--- config.mk ---
export PLATFORM = sky130hd
export DESIGN_NAME = auth_seq_ctrl
export DESIGN_NICKNAME = d
export VERILOG_FILES = /design/src/rtl/auth_seq_ctrl.sv
export SDC_FILE = /design/constraint.sdc
export NUM_CORES = 1
export LEC_CHECK = 0
export BUFFER_PORTS_ARGS = -buffer_cell sky130_fd_sc_hd__buf_4
export CORE_ASPECT_RATIO = 0.8
export CORE_MARGIN = 5
export CORE_UTILIZATION = 45
export CTS_BUF_LIST = sky130_fd_sc_hd__clkbuf_8
export CTS_CLUSTER_DIAMETER = 80
export DETAILED_ROUTE_END_ITERATION = 8
export GPL_TIMING_DRIVEN = 0
export PLACE_DENSITY = 0.75
export SKIP_LAST_GASP = 1
export SLEW_MARGIN = 20
export SYNTH_ARGS = -nofsm -noshare
export SYNTH_HDL_FRONTEND = slang
export SYNTH_SLANG_ARGS = --single-unit
--- constraint.sdc ---
create_clock -name i_clk -period 2.36 [get_ports i_clk]
set_input_delay 0.236 -clock i_clk [delete_from_list [all_inputs] [get_ports i_clk]]
set_output_delay 0.236 -clock i_clk [all_outputs]
set_load 0.005 [all_outputs]
--- src/rtl/auth_seq_ctrl.sv ---
// -----------------------------------------------------------------------------
// auth_seq_ctrl
//
// PIN-gated power authorisation controller. Bytes from uart_rx are consumed
// every cycle they are offered. In OFF, a PIN_LEN-byte PIN (most significant
// byte first) followed by GO_CODE, with the rider present, powers up. In
// PWR_ON, STOP_CODE arms a debounced power-down. The power-down fires after
// OFF_DLY consecutive rider_off cycles; a GO in the armed state cancels it.
// MAX_FAIL failed attempts lock the controller out for LOCK_CYC cycles.
//
// Ports:
//   i_clk         system clock
//   i_rst         synchronous, active-high reset
//   i_rx_data     byte from uart_rx
//   i_rx_rdy      byte valid from uart_rx
//   i_rider_off   rider-not-present indication
//   o_clr_rx_rdy  byte consumed, clears uart_rx rdy (combinational)
//   o_pwr_up      power enable (PWR_ON or STOP_ARMED)
//   o_locked      high while in LOCKOUT
//   o_auth_fail   one-cycle pulse per failed attempt
// -----------------------------------------------------------------------------
module auth_seq_ctrl #(
    parameter int          PIN_LEN   = 2,
    parameter logic [31:0] PIN       = 32'h0000_3134,
    parameter logic [7:0]  GO_CODE   = 8'h67,
    parameter logic [7:0]  STOP_CODE = 8'h73,
    parameter int          OFF_DLY   = 1024,
    parameter int          MAX_FAIL  = 3,
    parameter int          LOCK_CYC  = 4096
) (
    input  logic       i_clk,
    input  logic       i_rst,
    input  logic [7:0] i_rx_data,
    input  logic       i_rx_rdy,
    input  logic       i_rider_off,
    output logic       o_clr_rx_rdy,
    output logic       o_pwr_up,
    output logic       o_locked,
    output logic       o_auth_fail
);

    localparam int PIDX_W = $clog2(PIN_LEN + 1);
    localparam int FAIL_W = $clog2(MAX_FAIL + 1);
    localparam int DLY_W  = $clog2(OFF_DLY + 1);
    localparam int LOCK_W = $clog2(LOCK_CYC + 1);

    localparam logic [PIDX_W-1:0] PIN_LEN_C = PIDX_W'(PIN_LEN);
    localparam logic [FAIL_W-1:0] FAIL_MAX  = FAIL_W'(MAX_FAIL);
    localparam logic [DLY_W-1:0]  DLY_LAST  = DLY_W'(OFF_DLY - 1);
    localparam logic [DLY_W-1:0]  DLY_MAX   = DLY_W'(OFF_DLY);
    localparam logic [LOCK_W-1:0] LOCK_LAST = LOCK_W'(LOCK_CYC - 1);
    localparam logic [LOCK_W-1:0] LOCK_MAX  = LOCK_W'(LOCK_CYC);

    typedef enum logic [1:0] {
        S_OFF        = 2'd0,
        S_PWR_ON     = 2'd1,
        S_STOP_ARMED = 2'd2,
        S_LOCKOUT    = 2'd3
    } state_t;

    state_t              r_state;
    logic [PIDX_W-1:0]   r_pin_idx;
    logic [FAIL_W-1:0]   r_fail_cnt;
    logic [DLY_W-1:0]    r_dly_cnt;
    logic [LOCK_W-1:0]   r_lock_cnt;
    logic                r_auth_fail;

    state_t              w_state_nxt;
    logic [PIDX_W-1:0]   w_pin_idx_nxt;
    logic [FAIL_W-1:0]   w_fail_cnt_nxt;
    logic [DLY_W-1:0]    w_dly_cnt_nxt;
    logic [LOCK_W-1:0]   w_lock_cnt_nxt;
    logic                w_auth_fail_nxt;

    logic                w_accept;
    logic [7:0]          w_exp_byte;
    logic [FAIL_W-1:0]   w_fail_inc;

    // A byte is never stalled: it is consumed whenever offered outside reset.
    assign w_accept     = i_rx_rdy & ~i_rst;
    assign o_clr_rx_rdy = w_accept;

    assign o_pwr_up    = (r_state == S_PWR_ON) || (r_state == S_STOP_ARMED);
    assign o_locked    = (r_state == S_LOCKOUT);
    assign o_auth_fail = r_auth_fail;

    // Expected PIN byte: index 0 of the sequence is the most significant byte.
    always_comb begin
        w_exp_byte = 8'h00;
        for (int k = 0; k < PIN_LEN; k++) begin
            if (r_pin_idx == PIDX_W'(k)) begin
                w_exp_byte = PIN[(PIN_LEN-1-k)*8 +: 8];
            end
        end
    end

    assign w_fail_inc = (r_fail_cnt == FAIL_MAX) ? r_fail_cnt : r_fail_cnt + 1'b1;

    always_comb begin
        w_state_nxt     = r_state;
        w_pin_idx_nxt   = r_pin_idx;
        w_fail_cnt_nxt  = r_fail_cnt;
        w_dly_cnt_nxt   = r_dly_cnt;
        w_lock_cnt_nxt  = r_lock_cnt;
        w_auth_fail_nxt = 1'b0;

        case (r_state)
            S_OFF: begin
                if (w_accept) begin
                    if ((r_pin_idx < PIN_LEN_C) && (i_rx_data == w_exp_byte)) begin
                        w_pin_idx_nxt = r_pin_idx + 1'b1;
                    end else if ((r_pin_idx == PIN_LEN_C) && (i_rx_data == GO_CODE)) begin
                        // GO with the rider absent discards the PIN but is
                        // not counted as a failed attempt.
                        w_pin_idx_nxt = '0;
                        if (!i_rider_off) begin
                            w_state_nxt    = S_PWR_ON;
                            w_fail_cnt_nxt = '0;
                        end
                    end else begin
                        // The failing byte restarts the PIN; it is not itself
                        // re-examined as a possible first PIN byte.
                        w_pin_idx_nxt   = '0;
                        w_fail_cnt_nxt  = w_fail_inc;
                        w_auth_fail_nxt = 1'b1;
                        if (w_fail_inc == FAIL_MAX) begin
                            w_state_nxt    = S_LOCKOUT;
                            w_lock_cnt_nxt = '0;
                        end
                    end
                end
            end

            S_LOCKOUT: begin
                if (r_lock_cnt == LOCK_LAST) begin
                    w_state_nxt    = S_OFF;
                    w_fail_cnt_nxt = '0;
                    w_pin_idx_nxt  = '0;
                end else if (r_lock_cnt != LOCK_MAX) begin
                    w_lock_cnt_nxt = r_lock_cnt + 1'b1;
                end
            end

            S_PWR_ON: begin
                if (w_accept && (i_rx_data == STOP_CODE)) begin
                    w_state_nxt   = S_STOP_ARMED;
                    w_dly_cnt_nxt = '0;
                end
            end

            S_STOP_ARMED: begin
                // GO takes priority over a simultaneous debounce expiry.
                if (w_accept && (i_rx_data == GO_CODE)) begin
                    w_state_nxt = S_PWR_ON;
                end else if (i_rider_off) begin
                    if (r_dly_cnt == DLY_LAST) begin
                        w_state_nxt   = S_OFF;
                        w_pin_idx_nxt = '0;
                    end else if (r_dly_cnt != DLY_MAX) begin
                        w_dly_cnt_nxt = r_dly_cnt + 1'b1;
                    end
                end else begin
                    w_dly_cnt_nxt = '0;
                end
            end

            default: begin
                w_state_nxt   = S_OFF;
                w_pin_idx_nxt = '0;
            end
        endcase
    end

    always_ff @(posedge i_clk) begin
        if (i_rst) begin
            r_state     <= S_OFF;
            r_pin_idx   <= '0;
            r_fail_cnt  <= '0;
            r_dly_cnt   <= '0;
            r_lock_cnt  <= '0;
            r_auth_fail <= 1'b0;
        end else begin
            r_state     <= w_state_nxt;
            r_pin_idx   <= w_pin_idx_nxt;
            r_fail_cnt  <= w_fail_cnt_nxt;
            r_dly_cnt   <= w_dly_cnt_nxt;
            r_lock_cnt  <= w_lock_cnt_nxt;
            r_auth_fail <= w_auth_fail_nxt;
        end
    end

endmodule

# Word level (Yosys, flattened, before mapping)
# Index checks and enable logic that the tools add are counted.
dict set report classes {
  reduce_logical 16
  shift 0
  muxes 37
  order_cmp 1
  n_eq_ne 31
  bitwise_logic 4
  div 0
  multipliers 0
  add_sub_neg 4
}
# operator n
set ops {}
lappend ops {{13-bit two-way mux} 6}
lappend ops {{11-bit two-way mux} 5}
lappend ops {{2-bit two-way mux} 18}
lappend ops {{13-bit one-hot mux with 2 select lines} 1}
lappend ops {{11-bit one-hot mux with 2 select lines} 1}
lappend ops {{8-bit by 7-bit == test with 1-bit output (second input constant)} 2}
lappend ops {{2-bit inequality test (second input constant)} 7}
lappend ops {{13-bit by 1-bit adder with 13-bit output (second input constant)} 1}
lappend ops {{13-bit by 12-bit == test with 1-bit output (second input constant)} 1}
lappend ops {{13-bit inequality test (second input constant)} 1}
lappend ops {{11-bit by 1-bit adder with 11-bit output (second input constant)} 1}
lappend ops {{11-bit by 10-bit == test with 1-bit output (second input constant)} 1}
lappend ops {{11-bit inequality test (second input constant)} 1}
lappend ops {{2-bit == test (second input constant)} 5}
lappend ops {{5-bit AND reduction} 2}
lappend ops {{3-bit inequality test (second input constant)} 3}
lappend ops {{8-bit == test} 1}
lappend ops {{8-bit two-way mux} 1}
lappend ops {{2-bit by 1-bit inequality test with 1-bit output (second input constant)} 4}
lappend ops {{2-bit one-hot mux with 4 select lines} 1}
lappend ops {{8-bit AND reduction} 1}
lappend ops {{7-bit AND reduction} 1}
lappend ops {{6-bit two-way mux} 1}
lappend ops {{3-bit by 2-bit inequality test with 1-bit output (second input constant)} 2}
lappend ops {{16 further kinds} 25}
dict set report word_totals {
  n_memories 0
  reg_bits 31
  rom_bits 0
  input_bits 12
  mem_bits_rw 0
  latch_bits 0
  out_inout_bits 4
  wordCells 99
}

# Longest topological paths before layout
# Gate-level depths: netlist (run 1).
dict set report depth {
  depth_word 8
  depth_mapped 9
  mapped_depth_nobuf 7
}

# Worst setup path after synthesis (run 1)
# Ideal clock, no wire load.
dict set report synth_timing {
  path_type {register to register}
  start {register r_pin_idx[1]}
  end {register r_pin_idx[1]}
  t_required_ns 2.290
  setup_time_ns 0.070
  setup_slack_ns -0.036
  path_buffers 1
  path_stages_with_launch 7
  arrival_time_ns 2.326
  synth_period_minus_slack_ns 2.396
  path_cell_list {dfxtp_1 -> or4_1 -> or4_1 -> clkbuf_2 -> or3_1 -> or4b_1 -> a21oi_1}
}
dict set report synth_via {
  elab_chain_len 8
  word_cells_on_any_way 11
  classes_between {add/sub: 1; order compare: 1; eq/ne: 2; mux: 5; reduce/logical: 2}
}
# item line_no
set synth_rtl {}
lappend synth_rtl {{start: declaration} 62} ;# logic [PIDX_W-1:0] r_pin_idx;
lappend synth_rtl {{start signal: assignment} 184} ;# r_pin_idx <= w_pin_idx_nxt;
lappend synth_rtl {{2-bit logical NOT} 91} ;# if (r_pin_idx == PIDX_W'(k)) begin
lappend synth_rtl {{6-bit two-way mux} 91}
lappend synth_rtl {{8-bit two-way mux} 91}
lappend synth_rtl {{8-bit == test} 110} ;# if ((r_pin_idx < PIN_LEN_C) && (i_rx_data == w_exp_byte)) begin
lappend synth_rtl {{1-bit logical AND} 110}
lappend synth_rtl {{2-bit two-way mux (*)} 110}
lappend synth_rtl {{2-bit two-way mux (*)} 109} ;# if (w_accept) begin
lappend synth_rtl {{2-bit one-hot mux with 3 select lines (*)} 107} ;# case (r_state)
# Mark *: on every way between the ends. The rest lies on a longest branch, timed or not. The select of a mux whose other input is x is not followed.
# A chain may end at the register's enable or synchronous reset.

# Worst setup path after layout (run 1)
dict set report layout_timing {
  start {register r_pin_idx[0]}
  end {register r_pin_idx[1]}
}
# Same word-level chain as after synthesis.

==> results of run 1 <==
cell type report:
type / count / area [µm²] / share of cell area
multi-input cells: 197 / 1420 / 0.561
flip-flops and latches: 31 / 633 / 0.250
repair buffers: 22 / 165 / 0.0652
plain buffers: 10 / 75.1 / 0.0297
inverters: 20 / 75.1 / 0.0297
well taps: 60 / 75.1 / 0.0297
clock buffers: 5 / 68.8 / 0.0272
clock inverters: 3 / 20.0 / 0.00791
state kept, by name, summed over array words and instances (netlist names):
signal,cells
r_dly_cnt,11
r_state,2
r_fail_cnt,2
r_lock_cnt,13
o_auth_fail,1
r_pin_idx,2
cell usage in the layout, fill, tap and decap left out, types with 5 or more instances in the layout:
cell / synthesis / final
a21oi_1: 21 / 18
a31oi_1: 10 / 9
buf_4: 0 / 23
clkbuf_1: 8 / 5
clkbuf_8: 3 / 8
dfxtp_1: 31 / 23
dfxtp_2: 0 / 7
ha_1: 13 / 9
inv_1: 20 / 19
nand2_1: 18 / 17
nand3_1: 16 / 15
nand4_1: 7 / 7
nand4b_1: 6 / 6
nor2_1: 15 / 15
o21ai_0: 12 / 12
o32ai_1: 5 / 5
or4_1: 11 / 9
worst max-delay path by stage:
stage	start	endpoint	cells past startpoint
final	r_pin_idx[0]	r_pin_idx[1]	7
after global routing	r_state[1]	r_dly_cnt[5]	7
after CTS	r_pin_idx[1]	r_pin_idx[1]	6
after detailed placement	r_lock_cnt[0]	r_pin_idx[0]	8
after global placement	r_lock_cnt[0]	r_pin_idx[1]	8
after floorplan	r_pin_idx[0]	r_pin_idx[1]	8
layer usage:
layer  up-vias  wire, µm
li1       1051         -
met5         -         0
met1      1047      2650
met3         6       404
met4         0        65
met2        93      2590
metrics by stage:
| stage | hold WS (ns) | instances | worst slack, ns | cell area (µm²) | utilization |
|---|---|---|---|---|---|
| finish | 0.279 | 348 | 0.0388 | 2530 | 0.554 |
| global placement | 0.464 | 336 | -0.254 | 2300 | 0.504 |
| detailed placement | 0.475 | 336 | -0.267 | 2300 | 0.504 |
| CTS | 0.274 | 346 | -0.0307 | 2440 | 0.535 |
| floorplan | 0.432 | 261 | 0.00268 | 2120 | - |
| global route | 0.309 | 348 | -0.0212 | 2530 | 0.554 |
cells by family (layout without fill, tap and decap cells):
| logic type | Yosys count | after routing | synth area share |
|---|---|---|---|
| XOR/XNOR | 2 | 2 | 0.00829 |
| adder cells (fa/ha/maj) | 13 | 13 | 0.0769 |
| AO/OA/AOI/OAI | 69 | 69 | 0.218 |
| buffers and inverters | 33 | 60 | 0.0740 |
| AND/OR/NAND/NOR | 111 | 111 | 0.320 |
| multiplexers | 2 | 2 | 0.0101 |
| flip-flops | 31 | 31 | 0.293 |
synth_stat cells, drive strengths merged (2+ instances only):
library cell,instances,area [µm²]
dfxtp,31,621
a21oi,21,105
inv,20,75.1
nand2,18,67.6
nand3,16,80.1
nor2,15,56.3
ha,13,163
clkbuf,12,76.3
o21ai,12,60.1
or4,11,82.6
a31oi,10,62.6
nand4,7,43.8
nand4b,6,52.6
or4b,6,60.1
and3,5,32.5
o32ai,5,43.8
or3,4,25.0
a211oi,3,22.5
a31o,3,26.3
and2,3,18.8
nor3,3,15.0
and4,2,18.8
and4b,2,20.0
nand3b,2,15.0
nor4,2,12.5
nor4b,2,17.5
o211a,2,20.0
o311ai,2,17.5
o31ai,2,15.0
xor2,2,17.5
critical path: stages (launching register included):
cell,delay [ns]
dfxtp_2,0.33
buf_4,0.14
ha_4,0.15
xor2_1,0.13
or4_4,0.54
or3_4,0.34
or4b_4,0.49
a21oi_2,0.12
power by group:
part           internal, mW  switching, mW  total [mW]  leakage (nW)
Clock                 0.205          0.226       0.431        0.0402
Sequential            0.557         0.0340       0.591         0.255
Combinational         0.266          0.344       0.611         0.582
timing repair:
action | in CTS | in global routing
pin swaps | 4 | 3
gates cloned | 0 | 0
resized for setup | 14 | 19
endpoints found under the setup margin | 19 | 23
buffers inserted | 3 | 4
==> run summary, run 1 <==
status - complete, no violations
Hold Crit Depth - 3
Routed WL - 5710 µm
Post-Syn Area - 0.00211 mm²
number of remaining DRC errors - 0
largest net degree at the start of global routing - 12
Post-CTS Hold Buffers - 0
Synth cell types - 54
die area - 0.00618 mm²
port bufs - 15
Mean Syn Cell Area - 8.10 µm²
Yosys reg bits - 31
Via Count - 2197
vias per cell - 6.31
GRT Total Usage - 0.183
Worst Path Required - 2.59 ns
Worst-Margin Slew - 0.768 ns
met2 GRT Util - 0.285
Worst R2R Start - r_pin_idx[0]
clk sinks - 31
Worst Path Max Fanout - 4
r2r setup slk - 0.04 ns
reg2reg end - r_pin_idx[1]
Longest Clk Path Bufs - 2
Syn Nets - 286
H-tree Lvls - 2
die height - 71.3 µm
CTS tree - done
DP HPWL - 3840 µm
GPL Wtd Cong - 0.889
Max Slew Vio Count - 0
worst min-delay path endpoint - r_lock_cnt[11]
R2R depth - 7
busiest metal layer after global routing - met2
Data arrival, critical path - 2.55 ns
Final Hold Viols - 0
Hold WC Path Type - in2reg
met3 usage in global routing - 0.0494
Max-cap violations - 0
Site Rows - 22
Slew HR - 0.481
clock latency on the worst-skew pair - 0.29 ns
met1 Usage GRT - 0.248
vias in the first global route - 1945
die width - 86.6 µm
core footprint - 0.00457 mm²
Ant. Diodes - 0
wire per inst - 16.4 µm
Worst setup SP type - flip-flop
Final #Nets - 312
Synth Warn # - 0
clk_skew - 0.0132 ns
share of layout cells above drive strength 1 - 0.257
global-route wire length before repair - 9190 µm
Cell Pwr Density - 645 mW/mm²
first drt pass iteration count - 5
Tcrit/Tclk final - 0.984
asr flop ratio synth - 0
Main synth FF type - dfxtp_1
EDFF count, synth - 0
worst hold path startpoint - i_rst
Seq/Total Area, Yosys - 0.293
initial antenna violation count - 0
kind of critical path - reg2reg
RSZ-0062 raised after global routing - true
area grow syn2layout - 19.7%
final setup TNS - 0 ns
total grt overflow - 0
crit end category - flip-flop
fmax - 431 MHz
leakage power - 0.877 nW
Root Buffer - clkbuf_8
Starting Density - 0.463
Design Power - 1.63 mW
clock transition at the registers of the reported paths - 0.08 ns
Syn Inst Count - 261
Post-DRT Antenna Nets - 0
Initial DRC Count - 199
Filler Cells Inserted - 422
TritonCTS Buffers - 5
crit path time final - 2.32 ns
worst IR drop on VDD - 0.451 mV
# setup viols final - 0
Top Ports - 16
No activity file was read; power rests on OpenSTA's default activity.
==> inputs of run 2 (changes only) <==
--- a/config.mk
+++ b/config.mk
@@ -13,7 +13,8 @@
 export CTS_CLUSTER_DIAMETER = 80
 export DETAILED_ROUTE_END_ITERATION = 8
 export GPL_TIMING_DRIVEN = 0
-export PLACE_DENSITY = 0.75
+export MAX_ROUTING_LAYER = met4
+export PLACE_DENSITY = 0.73
 export SKIP_LAST_GASP = 1
 export SLEW_MARGIN = 20
 export SYNTH_ARGS = -nofsm -noshare
==> constraint.sdc (replaced) <==
create_clock -name i_clk -period 2.3 [get_ports i_clk]
set_input_delay 0.23 -clock i_clk [delete_from_list [all_inputs] [get_ports i_clk]]
set_output_delay 0.23 -clock i_clk [all_outputs]
set_load 0.005 [all_outputs]
==> run summary, run 2 (same netlist as run 1, synthesis figures left out) <==
internal power - 1.20 mW (+17%)
area grow syn2layout - 24.3%
M1 wire length - 2600 µm (-1.8%)
Max Slew Vio Count - 0 (unchanged)
Psw - 644 µW (+6.6%)
GPL Wtd Cong - 0.912 (+2.6%)
wire per inst - 16.2 µm (-1.0%)
Design Power - 1.84 mW (+13%)
multi-input logic area - 0.00145 mm² (+1.9%)
clk_skew - 0.0107 ns (-0.00244 ns)
TritonCTS Buffers - 5 (unchanged)
largest registers - r_lock_cnt: 13 flops, r_dly_cnt: 11 flops
met3 WL - 419 µm (+3.7%)
Comb pwr share - 0.427 (+0.053)
part of the power in registers - 0.333 (-0.029)
clock share of power - 0.240 (-0.024)
WL met2 - 2600 µm (+0.19%)
Longest Clk Path Bufs - 2 (unchanged)
clock latency on the worst-skew pair - 0.29 ns (about the same)
die height - 71.3 µm (unchanged)
crit end category - flip-flop
Worst setup SP type - flip-flop
leakage power - 0.922 nW (+5.2%)
Cell Pwr Density - 702 mW/mm² (+8.8%)
Via Count - 2173 (-1.1%)
RSZ-0062 raised after global routing - true
status - complete, but fails checks
Routed WL - 5700 µm (-0.16%)
Ant. Diodes - 0 (unchanged)
core footprint - 0.00457 mm² (unchanged)
DP HPWL - 3800 µm (-1.0%)
global-route wire length before repair - 9260 µm (+0.75%)
Worst Path Required - 2.52 ns (-0.07 ns)
storage element area - 641 µm² (+1.2%)
worst IR drop on VDD - 0.369 mV (-18%)
Highest Signal Layer - met4
worst hold slack - 0.280 ns (+0.000761 ns)
initial antenna violation count - 0 (unchanged)
clock transition at the registers of the reported paths - 0.07 ns (about the same)
Hold WC Path Type - in2reg
Max-cap violations - 0 (unchanged)
Top Ports - 16 (unchanged)
Initial DRC Count - 195 (-2.0%)
vias in the first global route - 1987 (+2.2%)
die width - 86.6 µm (unchanged)
register bank with the most flops - r_lock_cnt
port bufs - 15 (unchanged)
Tcrit/Tclk final - 1.03 (+0.0428)
share of layout cells above drive strength 1 - 0.285 (+0.0283)
first drt pass iteration count - 4 (-1)
switching share of total power - 0.349 (-0.0208)
final worst slack - -0.0606 ns (-0.0994 ns)
Final Hold Viols - 0 (unchanged)
Post-DRT Antenna Nets - 0 (unchanged)
crit path time final - 2.36 ns (+0.0394 ns)
number of flip-flops in the largest register - 13 (unchanged)
most common cell after layout, fill and taps aside - buf_4
Worst Path Max Fanout - 3 (-1)
clk sinks - 31 (unchanged)
Data arrival, critical path - 2.58 ns (+0.03 ns)
fin util - 0.575 (+0.0211)
Root Buffer - clkbuf_8
GRT Total Usage - 0.189 (+0.00579)
commonest non-fill, non-tap cells in the layout - 25 x buf_4, 23 x dfxtp_1, 18 x a21oi_1
H-tree Lvls - 2 (unchanged)
total grt overflow - 0 (unchanged)
Slew HR - 0.439 (-0.0416)
Worst-Margin Slew - 0.830 ns (+0.0616 ns)
number of remaining DRC errors - 0 (unchanged)
failing checks - setup timing
Site Rows - 22 (unchanged)
die area - 0.00618 mm² (unchanged)
largest net degree at the start of global routing - 11 (-1)
Filler Cells Inserted - 412 (-2.4%)
Final #Nets - 316 (+1.3%)
Starting Density - 0.463 (unchanged)
kind of critical path - reg2reg
# setup viols final - 1 (+1)
vias per cell - 6.19 (-1.9%)
fmax - 424 MHz (-1.7%)
DP Worst Slack - -0.246 ns (+0.0211 ns)
CTS tree - done
run 2: cell types whose count changed in the layout (fill, tap and decap cells not counted), moves of 2 or more:
cell	before	now
or4_1	9	7
buf_4	23	25
ha_1	9	7
dfxtp_2	7	4
inv_1	19	17
dfxtp_4	1	4
or4_4	2	4
run 2: through the flow:
step	instance area [µm²]	TNS (ns)	instances
after CTS	2460	-0.163	346
after detailed placement	2310	-2.92	336
after global routing	2630	-0.237	351
after global placement	2310	-2.34	336
after floorplan	2120	-0.0226	261
final	2630	-0.0606	351
run 2: area by class of cell:
class                           count  share of cell area
Buffer                             11              0.0362
Clock buffer                        6              0.0314
Clock inverter                      1             0.00190
Inverter                           20              0.0300
Multi-Input combinational cell    197               0.550
Sequential cell                    31               0.244
Tap cell                           60              0.0286
Timing Repair Buffer               25              0.0781
run 2: final timing paths:
| kind | depth (start not counted) | slack, ns | end | from |
|---|---|---|---|---|
| setup / recovery | 5 | -0.06 | r_pin_idx[1] | r_pin_idx[1] |
| hold / removal | 3 | 0.28 | r_lock_cnt[11] | i_rst |
| setup reg to reg | 5 | -0.06 | r_pin_idx[1] | r_pin_idx[1] |
| hold reg to reg | 2 | 0.48 | r_dly_cnt[1] | r_dly_cnt[1] |
run 2: power by group through the flow:
stage	Combinational (mW)	Sequential [mW]	Clock, mW
2_1_floorplan	0.399	0.604	0
5_1_grt	0.855	0.619	0.476
4_1_cts	0.604	0.601	0.451
3_5_place_dp	0.558	0.611	0
6_report	0.787	0.615	0.442
3_3_place_gp	0.551	0.609	0
run 2: critical path, stage by stage, from the launching register on:
cell	delay, ns
dfxtp_2	0.33
or4_4	0.41
or4_4	0.56
or3_4	0.35
or4b_1	0.54
a21oi_2	0.12
run 2: what timing repair did:
action / 4_1_cts / 5_1_grt
cloned: 0 / 1
endpoints found under the setup margin: 18 / 24
setup buffers: 3 / 6
gates resized for setup: 13 / 32
pin swaps: 4 / 8
hold buffers: 0 / 0
run 2: per-layer routing:
| layer | up-vias | global-route usage |
|---|---|---|
| met5 | - | - |
| met4 | 0 | 0.0588 |
| met3 | 10 | 0.0425 |
| met2 | 84 | 0.274 |
| met1 | 1014 | 0.261 |
| li1 | 1065 | - |
